## src/rtl/bp_stream_to_lite_buffered.sv

```systemverilog
// Assembles BP Stream beats into whole BP Lite messages and queues them in a small FIFO.
// Header layout (LSB first): msg_type[3:0], size[6:4], addr, lce_id, way_id.
module bp_stream_to_lite_buffered #(
    parameter int paddr_width_p    = 40,
    parameter int lce_id_width_p   = 4,
    parameter int lce_assoc_p      = 8,
    parameter int in_data_width_p  = 64,
    parameter int out_data_width_p = 512,
    parameter int master_p         = 0,
    parameter int fifo_els_p       = 2,
    localparam int way_id_width_lp = (lce_assoc_p > 1) ? $clog2(lce_assoc_p) : 1,
    localparam int in_mem_msg_header_width_lp =
        4 + 3 + paddr_width_p + lce_id_width_p + way_id_width_lp,
    localparam int out_mem_msg_width_lp = in_mem_msg_header_width_lp + out_data_width_p
) (
    input  logic                                  clk_i,
    input  logic                                  reset_n_i,
    input  logic [in_mem_msg_header_width_lp-1:0] mem_header_i,
    input  logic [in_data_width_p-1:0]            mem_data_i,
    input  logic                                  mem_v_i,
    output logic                                  mem_ready_o,
    output logic [out_mem_msg_width_lp-1:0]       mem_o,
    output logic                                  mem_v_o,
    input  logic                                  mem_yumi_i
);

    localparam int stream_words_lp = out_data_width_p / in_data_width_p;
    localparam int in_bytes_lp     = in_data_width_p / 8;
    localparam int out_bytes_lp    = out_data_width_p / 8;
    localparam int cnt_width_lp    = (stream_words_lp > 1) ? $clog2(stream_words_lp) : 1;
    localparam int ptr_width_lp    = (fifo_els_p > 1) ? $clog2(fifo_els_p) : 1;
    localparam int occ_width_lp    = $clog2(fifo_els_p + 1);
    localparam int hdr_w_lp        = in_mem_msg_header_width_lp;

    localparam logic [3:0] e_mem_msg_wr    = 4'd1;
    localparam logic [3:0] e_mem_msg_uc_wr = 4'd3;

    localparam logic [ptr_width_lp-1:0] last_ptr_lp = ptr_width_lp'(fifo_els_p - 1);
    localparam logic [occ_width_lp-1:0] full_occ_lp = occ_width_lp'(fifo_els_p);

    typedef enum logic {
        e_idle,
        e_collect
    } state_e;

    state_e                         state_r, state_n;
    logic [cnt_width_lp-1:0]        cnt_r, cnt_n;
    logic [hdr_w_lp-1:0]            hdr_r;
    logic [out_data_width_p-1:0]    lanes_r;
    logic                           ready_en_r;

    logic [hdr_w_lp-1:0]            act_hdr;
    logic [cnt_width_lp:0]          beats;
    logic                           last_beat;
    logic                           accept;
    logic                           push;
    logic                           pop;
    logic                           fifo_full;
    logic [cnt_width_lp-1:0]        lane_idx;
    logic [out_data_width_p-1:0]    assembled;
    logic [out_data_width_p-1:0]    payload;
    int                             size_bytes;
    int                             rep_bytes;

    logic [out_mem_msg_width_lp-1:0] fifo_mem [fifo_els_p];
    logic [ptr_width_lp-1:0]         rd_ptr_r, wr_ptr_r;
    logic [occ_width_lp-1:0]         occ_r;

    function automatic logic carries_payload(input logic [hdr_w_lp-1:0] hdr);
        logic is_wr;
        is_wr = (hdr[3:0] == e_mem_msg_wr) || (hdr[3:0] == e_mem_msg_uc_wr);
        return is_wr ^ (master_p != 0);
    endfunction

    function automatic logic [cnt_width_lp:0] calc_beats(input logic [hdr_w_lp-1:0] hdr);
        int b;
        b = 1;
        if (carries_payload(hdr)) begin
            b = int'(32'd1 << hdr[6:4]) / in_bytes_lp;
            if (b < 1) b = 1;
            if (b > stream_words_lp) b = stream_words_lp;
        end
        return (cnt_width_lp + 1)'(b);
    endfunction

    function automatic logic [ptr_width_lp-1:0] next_ptr(input logic [ptr_width_lp-1:0] p);
        return (p == last_ptr_lp) ? '0 : p + 1'b1;
    endfunction

    // While idle the incoming beat's header decides the message shape; afterwards the captured one does.
    assign act_hdr   = (state_r == e_idle) ? mem_header_i : hdr_r;
    assign beats     = calc_beats(act_hdr);
    assign last_beat = (state_r == e_idle) ? (beats == 1)
                                           : ({1'b0, cnt_r} == beats - 1'b1);
    assign fifo_full   = (occ_r == full_occ_lp);
    assign mem_ready_o = ready_en_r & ~(last_beat & fifo_full);
    assign accept      = mem_v_i & mem_ready_o;
    assign push        = accept & last_beat;
    assign pop         = mem_yumi_i & (occ_r != '0);

    // A new message starts from zeroed lanes so nothing from an earlier message leaks through.
    always_comb begin
        assembled = (state_r == e_idle) ? '0 : lanes_r;
        lane_idx  = (state_r == e_idle) ? '0 : cnt_r;
        assembled[lane_idx*in_data_width_p +: in_data_width_p] = mem_data_i;
    end

    // Small messages are replicated across the full payload; dataless messages carry zeros.
    always_comb begin
        size_bytes = int'(32'd1 << act_hdr[6:4]);
        rep_bytes  = (size_bytes < in_bytes_lp) ? in_bytes_lp : size_bytes;
        payload    = assembled;
        if (!carries_payload(act_hdr)) begin
            payload = '0;
        end else if (size_bytes < out_bytes_lp) begin
            for (int i = 0; i < out_bytes_lp; i++) begin
                payload[8*i +: 8] = assembled[8*(i & (rep_bytes - 1)) +: 8];
            end
        end
    end

    always_comb begin
        state_n = state_r;
        cnt_n   = cnt_r;
        if (accept) begin
            if (last_beat) begin
                state_n = e_idle;
                cnt_n   = '0;
            end else if (state_r == e_idle) begin
                state_n = e_collect;
                cnt_n   = cnt_width_lp'(1);
            end else begin
                cnt_n = cnt_r + 1'b1;
            end
        end
    end

    // Acceptance is held off for one cycle after reset release.
    always_ff @(posedge clk_i or negedge reset_n_i) begin
        if (!reset_n_i) begin
            state_r    <= e_idle;
            cnt_r      <= '0;
            hdr_r      <= '0;
            lanes_r    <= '0;
            ready_en_r <= 1'b0;
        end else begin
            state_r    <= state_n;
            cnt_r      <= cnt_n;
            ready_en_r <= 1'b1;
            if (accept && state_r == e_idle) hdr_r <= mem_header_i;
            if (accept) lanes_r <= assembled;
        end
    end

    always_ff @(posedge clk_i or negedge reset_n_i) begin
        if (!reset_n_i) begin
            rd_ptr_r <= '0;
            wr_ptr_r <= '0;
            occ_r    <= '0;
        end else begin
            if (push) wr_ptr_r <= next_ptr(wr_ptr_r);
            if (pop)  rd_ptr_r <= next_ptr(rd_ptr_r);
            if (push && !pop)      occ_r <= occ_r + 1'b1;
            else if (!push && pop) occ_r <= occ_r - 1'b1;
        end
    end

    always_ff @(posedge clk_i) begin
        if (push) fifo_mem[wr_ptr_r] <= {act_hdr, payload};
    end

    assign mem_o   = fifo_mem[rd_ptr_r];
    assign mem_v_o = (occ_r != '0);

endmodule

```

## config.mk

```make
export PLATFORM = sky130hd
export DESIGN_NAME = bp_stream_to_lite_buffered
export DESIGN_NICKNAME = d
export VERILOG_FILES = /design/src/rtl/bp_stream_to_lite_buffered.sv
export SDC_FILE = /design/constraint.sdc
export NUM_CORES = 2
export LEC_CHECK = 0
export BUFFER_PORTS_ARGS = -buffer_cell sky130_fd_sc_hd__buf_4
export CAP_MARGIN = 10
export CELL_PAD_IN_SITES_DETAIL_PLACEMENT = 1
export CELL_PAD_IN_SITES_GLOBAL_PLACEMENT = 1
export CORE_MARGIN = 3
export CORE_UTILIZATION = 30
export DETAILED_ROUTE_END_ITERATION = 10
export PLACE_DENSITY_LB_ADDON = 0.1
export SLEW_MARGIN = 20
export SYNTH_ARGS = -nofsm -noshare
export SYNTH_HDL_FRONTEND = slang
export SYNTH_SLANG_ARGS = --single-unit
```

## constraint.sdc

```tcl
create_clock -name clk_i -period 100.1 [get_ports clk_i]
set_input_delay 30.03 -clock clk_i [delete_from_list [all_inputs] [get_ports clk_i]]
set_output_delay 30.03 -clock clk_i [all_outputs]
set_load 0.02 [all_outputs]
```

* After elaboration in Yosys (flattened, before gate mapping) *
Memories as Yosys holds them, arrays and structs flattened.
Index checks and enable logic that the tools add are counted.

cells by class
  $add $sub $neg = 9
  $lt $le $gt $ge = 4
  muxes and demuxes = 21
  shift operators = 66
  reduce and logical (&&, ||, !) cells = 9
  bitwise operators = 8
  equality and inequality tests = 5

operator list
  cell                                                                              number
  512-bit by 10-bit indexed part select with 8-bit output                           32
  512-bit by 9-bit indexed part select with 8-bit output                            16
  512-bit by 8-bit indexed part select with 8-bit output                            8
  512-bit by 7-bit indexed part select with 8-bit output                            4
  512-bit 2-to-1 mux                                                                3
  512-bit by 6-bit indexed part select with 8-bit output                            2
  512-bit bitwise mux                                                               1
  64-bit by 34-bit variable shift with 512-bit output, first input constant         1
  512-bit by 5-bit indexed part select with 8-bit output                            1
  64-bit by 34-bit indexed part select with 512-bit output                          1
  32-bit 2-to-1 mux                                                                 2
  54-bit 2-to-1 mux                                                                 1
  9-bit negator with 34-bit output                                                  1
  32-bit by 1-bit adder with 32-bit output                                          1
  32-bit by 5-bit greater-than comparator with 1-bit output, second input constant  1
  32-bit by 2-bit less-than comparator with 1-bit output, second input constant     1
  32-bit by 5-bit less-than comparator with 1-bit output, second input constant     1
  32-bit by 8-bit less-than comparator with 1-bit output, second input constant     1
  1-bit by 3-bit left shift with 32-bit output, first input constant                1
  3-bit 2-to-1 mux                                                                  3
  4-bit by 1-bit == test with 1-bit output, second input constant                   2
  4-bit 2-to-1 mux                                                                  2
  1-bit AND                                                                         6
  1-bit 2-to-1 mux                                                                  6
  other kinds (17)                                                                  24

word-level totals
  bits in writable memories = 1,132
  input bits = 122
  word-level logic and storage cells = 131
  output and inout bits = 568
  register bits = 575
  memories kept = 1

memory list
  name      words  width  rd ports  clocked after Yosys merged registers in  wr ports  line  RTL
  fifo_mem  2      566    1         0                                        1         65    logic [out_mem_msg_width_lp-1:0] fifo_mem [fifo_els_p];

* Depth between registers and ports, before layout *
  depth in word-level cells = 23
  gate-level depth with buffers = 24
  gate-level depth less buffers = 14

* Worst setup path before layout *
Ideal clock, no wire load.

  path type = input port to flip-flop
  start point = input mem_header_i[6]
  end point = memory fifo_mem[0][0] (netlist bit) (enable)
  data arrival time = 71.465 ns
  path buffers = 4
  data required time = 97.910 ns
  path slack = 26.445 ns
  setup time = 2.190 ns
  stages on the path = 13
  path through = mux2i_1 > inv_2 > buf_1 > buf_1 > clkbuf_1 > clkbuf_1 > o21ai_0 > nand2b_1 > ha_1 > xor2_1 > or2_2 > o32a_1 > nor3_1

between the ends
  cells in the longest elaborated chain, start to end = 21
  elaborated cells on any way between the ends = 22
  those cells by class = add/sub: 2; order compare: 2; eq/ne: 2; shift: 1; mux: 8; bitwise: 6; reduce/logical: 1

RTL lines
  what                                                    line  RTL
  from (decl)                                             18    input logic [in_mem_msg_header_width_lp-1:0] mem_header_i,
  54-bit 2-to-1 mux *                                     91    assign act_hdr = (state_r == e_idle) ? mem_header_i : hdr_r;
  1-bit by 3-bit left shift with 32-bit output *          79    b = int'(32'd1 << hdr[6:4]) / in_bytes_lp;
  3-bit OR reduction (no line)                            --
  1-bit AND (no line)                                     --
  32-bit by 1-bit adder with 32-bit output (no line) *    --
  32-bit by 2-bit less-than comparator with 1-bit output  80    if (b < 1) b = 1;
  32-bit 2-to-1 mux *                                     80
  32-bit 2-to-1 mux *                                     78    if (carries_payload(hdr)) begin
  [... 5 more ...]                                        --
  1-bit 2-to-1 mux *                                      93    assign last_beat = (state_r == e_idle) ? (beats == 1)
  1-bit AND                                               96    assign mem_ready_o = ready_en_r & ~(last_beat & fifo_full);
  1-bit inverter                                          96
  1-bit AND                                               96
  1-bit AND                                               97    assign accept = mem_v_i & mem_ready_o;
  1-bit AND *                                             98    assign push = accept & last_beat;
  1-bit 2-to-1 mux *                                      169   if (push) fifo_mem[wr_ptr_r] <= {act_hdr, payload};
  1-bit 2-to-1 mux (not written as such) *                169
  to (decl)                                               65

Every way passes the cells marked *; elsewhere a longest branch is shown, timed or not. The select of a mux whose other input is x is not followed.

* Final worst setup path *
  start point = input mem_header_i[6]
  end point = output mem_ready_o

between the ends
  cells in the longest elaborated chain, start to end = 17
  elaborated cells on any way between the ends = 18
  those cells by class = add/sub: 2; order compare: 2; eq/ne: 2; shift: 1; mux: 6; bitwise: 4; reduce/logical: 1

RTL lines
  what                                                       line  RTL
  54-bit 2-to-1 mux *                                        91
  1-bit by 3-bit left shift with 32-bit output *             79
  3-bit OR reduction (no line)                               --
  1-bit AND (no line)                                        --
  32-bit by 1-bit adder with 32-bit output (no line) *       --
  32-bit by 2-bit less-than comparator with 1-bit output     80
  32-bit 2-to-1 mux *                                        80
  32-bit 2-to-1 mux *                                        78
  32-bit by 5-bit greater-than comparator with 1-bit output  81    if (b > stream_words_lp) b = stream_words_lp;
  4-bit 2-to-1 mux *                                         81
  4-bit 2-to-1 mux *                                         78
  4-bit by 1-bit subtractor with 4-bit output                94    : ({1'b0, cnt_r} == beats - 1'b1);
  3-bit by 4-bit == test with 1-bit output                   94
  1-bit 2-to-1 mux *                                         93
  1-bit AND *                                                96
  1-bit inverter *                                           96
  1-bit AND *                                                96
  to (decl)                                                  21    output logic mem_ready_o,

Marked as above.

==> impl_metrics.yaml <==
outcome:
  status: "complete, but fails checks"
  violations: "max-slew violations"
global_route:
  gr-total-overflow: 0
  grt_pass1_vias: 76300
  grt_max_degree: 193
  grt_use_total: 0.370
  antenna_found_initial: 81
  grt_pass1_wl_mm: 759
placed_design:
  detailed_place_hpwl_mm: 422
  place_congestion: 1.02
  dpl_cell_area_um2: 100000
  port_buffers: 689
layout:
  most-common-layout-cells: "nand2_1 (1,232), edfxtp_1 (1,132), buf_4 (1,058), mux2_2 (849), dfrtp_1 (573)"
  fillers: 32000
  fin_nets: 8732
  layout-drive-gt1-share: 0.283
  areaGrowthSynthToFinish_pct: 19.5
  layout_commonest_cell: "nand2_1"
  stdcell_area_um2: 107000
synthesis:
  synth_cell_types: 98
  netlist_area_um2: 89500
  synth-edff-count: 1132
  ys_seq_area_frac: 0.541
  synth-main-ff-cell: "edfxtp_1"
  avgSynthCellArea_um2: 11.1
  async_flop_share: 0.337
  synth_seq_cells: 1707
  ys.warnings.count: 0
  netlist_instances: 8091
die:
  io_pins: 690
  coreArea_um2: 295000
  initial_utilization: 0.303
  rows: 199
  fp.dieArea_um2: 305000
  dieHeight_um: 552
  die_w_um: 552
run:
  drv_cap: 0
clocking:
  htreeDepth: 4
  clk_pin_slew_ns: 0.06
  cts_hold_buf: 0
  postCtsSetupRepairBufs: 0
  cts_tree: "done"
  clock_sinks: 1707
  cts_buffers: 207
  root_buffer: "clkbuf_16"
  cts_resized: 0
  clk_latency_ns: 0.93
  cts_max_path_buffers: 4
route:
  drtIter0Drc: 10800
  wl_mm: 586
  vias: 79600
  via_per_inst: 6.25
  dr.pass1.iters: 8
  ant_nets: 0
  wire_per_inst_um: 46.1
  drc: 0
worst_hold_path:
  hp-class: "reg -> reg"
  hold_path_startpoint: "lanes_r[323]"
timing:
  finalSetupViolations: 0
  tns_ns: 0
  final-hold-violation-count: 0
  fin_hold_ws_ns: 0.473
  min_period_ns: 63.10
  finalCritPeriodShare: 0.630
  rsz0062_at_grt: "no"
  slew_violations: 49
  slew_headroom: -1.01
  skew_ns: 0.0779
  clock.fmax_ghz: 0.0158
  max_slew.worst_pin.slew_ns: 3.01
critical_path:
  cp-end-kind: "output pin"
  reg2reg_from: "state_r"
  startpoint: "mem_header_i[6]"
  critPathKind: "in -> out"
  max_stage_delay_ns: 0.44
  crit_path_start_kind: "input port"
  required_ns: 70.07
  worstPathArrival_ns: 33.07
  slowest_stage: "o32a_1"
  path_max_fanout: 56
  cpMostUsedCell: "buf_4"
  path_cells: "buf_4, mux2i_4, buf_4, inv_8, o21ai_0, nand2b_1, ha_1, xor2_1, nor3_1, a32oi_1, o32a_1, o21a_1, buf_4"
power:
  powerDensity_nw_per_um2: 33.6
  peakVddDrop_mv: 0.0214
  p_leak_nw: 40.1
[power by group]
part           internal, mW  switching [mW]
clock                 0.435           0.329
sequential            0.890          0.0418
combinational         0.500            1.40
total                  1.83            1.77
[stage by stage]
stage / setup slack (ns) / util / cells / total power, mW
global placement: 36.91 / 0.339 / 12300 / 2.74
global route: 36.78 / 0.362 / 12700 / 3.65
floorplan: 26.45 / - / 8093 / 1.89
finish: 37.00 / 0.362 / 12700 / 3.60
detailed placement: 36.98 / 0.339 / 12300 / 2.75
CTS: 36.97 / 0.361 / 12700 / 3.53
[final timing paths]
kind | end | slack, ns | depth (start not counted)
max in group asynchronous | lanes_r[420] | 67.68 | 4
worst min-delay path | lanes_r[323] | 0.47 | 2
min in group asynchronous | lanes_r[206] | 29.12 | 1
worst max-delay path | mem_ready_o | 37.00 | 13
worst min register to register | lanes_r[323] | 0.47 | 2
worst max register to register | fifo_mem[1][461] | 91.01 | 15
[logic make-up after synthesis]
family	after synthesis	synth area share
flops	1707	0.541
simple gates	2172	0.102
xor+xnor	10	0.000979
mux	1215	0.158
buf+inv	805	0.0369
fa+ha+maj	9	0.00126
compound gates	2172	0.161
other cells	1	0.0000419
[registers in the layout, indices dropped and copies added, names as in the netlist, 2 cells and up]
name,count
fifo_mem,1132
lanes_r,512
hdr_r,54
cnt_r,3
occ_r,2
[synthesized netlist by cell type, types with 16 or more instances]
cell,number,share of area
nand3_1,56,0.0031
mux2i_1,296,0.033
and3_1,79,0.0055
a221oi_1,99,0.0097
mux2_2,849,0.11
a22o_1,112,0.011
a22oi_1,80,0.0067
a32o_1,41,0.0046
inv_1,27,0.0011
o2bb2ai_1,16,0.0016
nand2_1,1241,0.052
edfxtp_1,1132,0.38
o22ai_1,118,0.0082
o211ai_1,71,0.0060
o21a_1,29,0.0024
mux4_2,70,0.018
a211oi_1,194,0.016
buf_1,86,0.0036
a32oi_1,58,0.0057
nand2b_1,42,0.0029
a31oi_1,60,0.0042
o21ai_0,567,0.032
a21oi_1,370,0.021
nor2_1,537,0.023
a21o_1,17,0.0014
o31ai_1,19,0.0016
o21ai_1,91,0.0051
clkbuf_1,500,0.021
and2_1,71,0.0050
a221o_1,22,0.0025
o221ai_1,38,0.0037
nor3_1,77,0.0043
dfrtp_1,575,0.16
buf_2,173,0.0097
[metal layers]
| metal | GRT usage | vias to the layer above | wire length, µm |
|---|---|---|---|
| met5 | 0 | - | 578 |
| met4 | 0.275 | 44 | 52600 |
| met3 | 0.109 | 1228 | 59800 |
| met2 | 0.506 | 4972 | 233000 |
| met1 | 0.490 | 41900 | 241000 |
| li1 | - | 31400 | - |
[critical path: cells and delay by family]
family                   cells  cell delay, ns
AO/OA/AOI/OAI                4            1.28
buffers and inverters        4            0.79
AND/OR/NAND/NOR              2            0.35
adder cells (fa/ha/maj)      1            0.35
XOR/XNOR                     1            0.21
multiplexers                 1            0.06
[area by class of cell]
| class | instances | area [µm²] | share of cell area |
|---|---|---|---|
| Clock buffer | 265 | 5530 | 0.0517 |
| Multi-Input combinational cell | 5581 | 38500 | 0.360 |
| Sequential cell | 1707 | 48400 | 0.452 |
| Tap cell | 3919 | 4900 | 0.0458 |
| Inverter | 31 | 129 | 0.00120 |
| Timing Repair Buffer | 1073 | 8210 | 0.0768 |
| Clock inverter | 111 | 1170 | 0.0109 |
| Antenna cell | 42 | 105 | 0.000983 |
No activity file was read; power rests on OpenSTA's default activity.
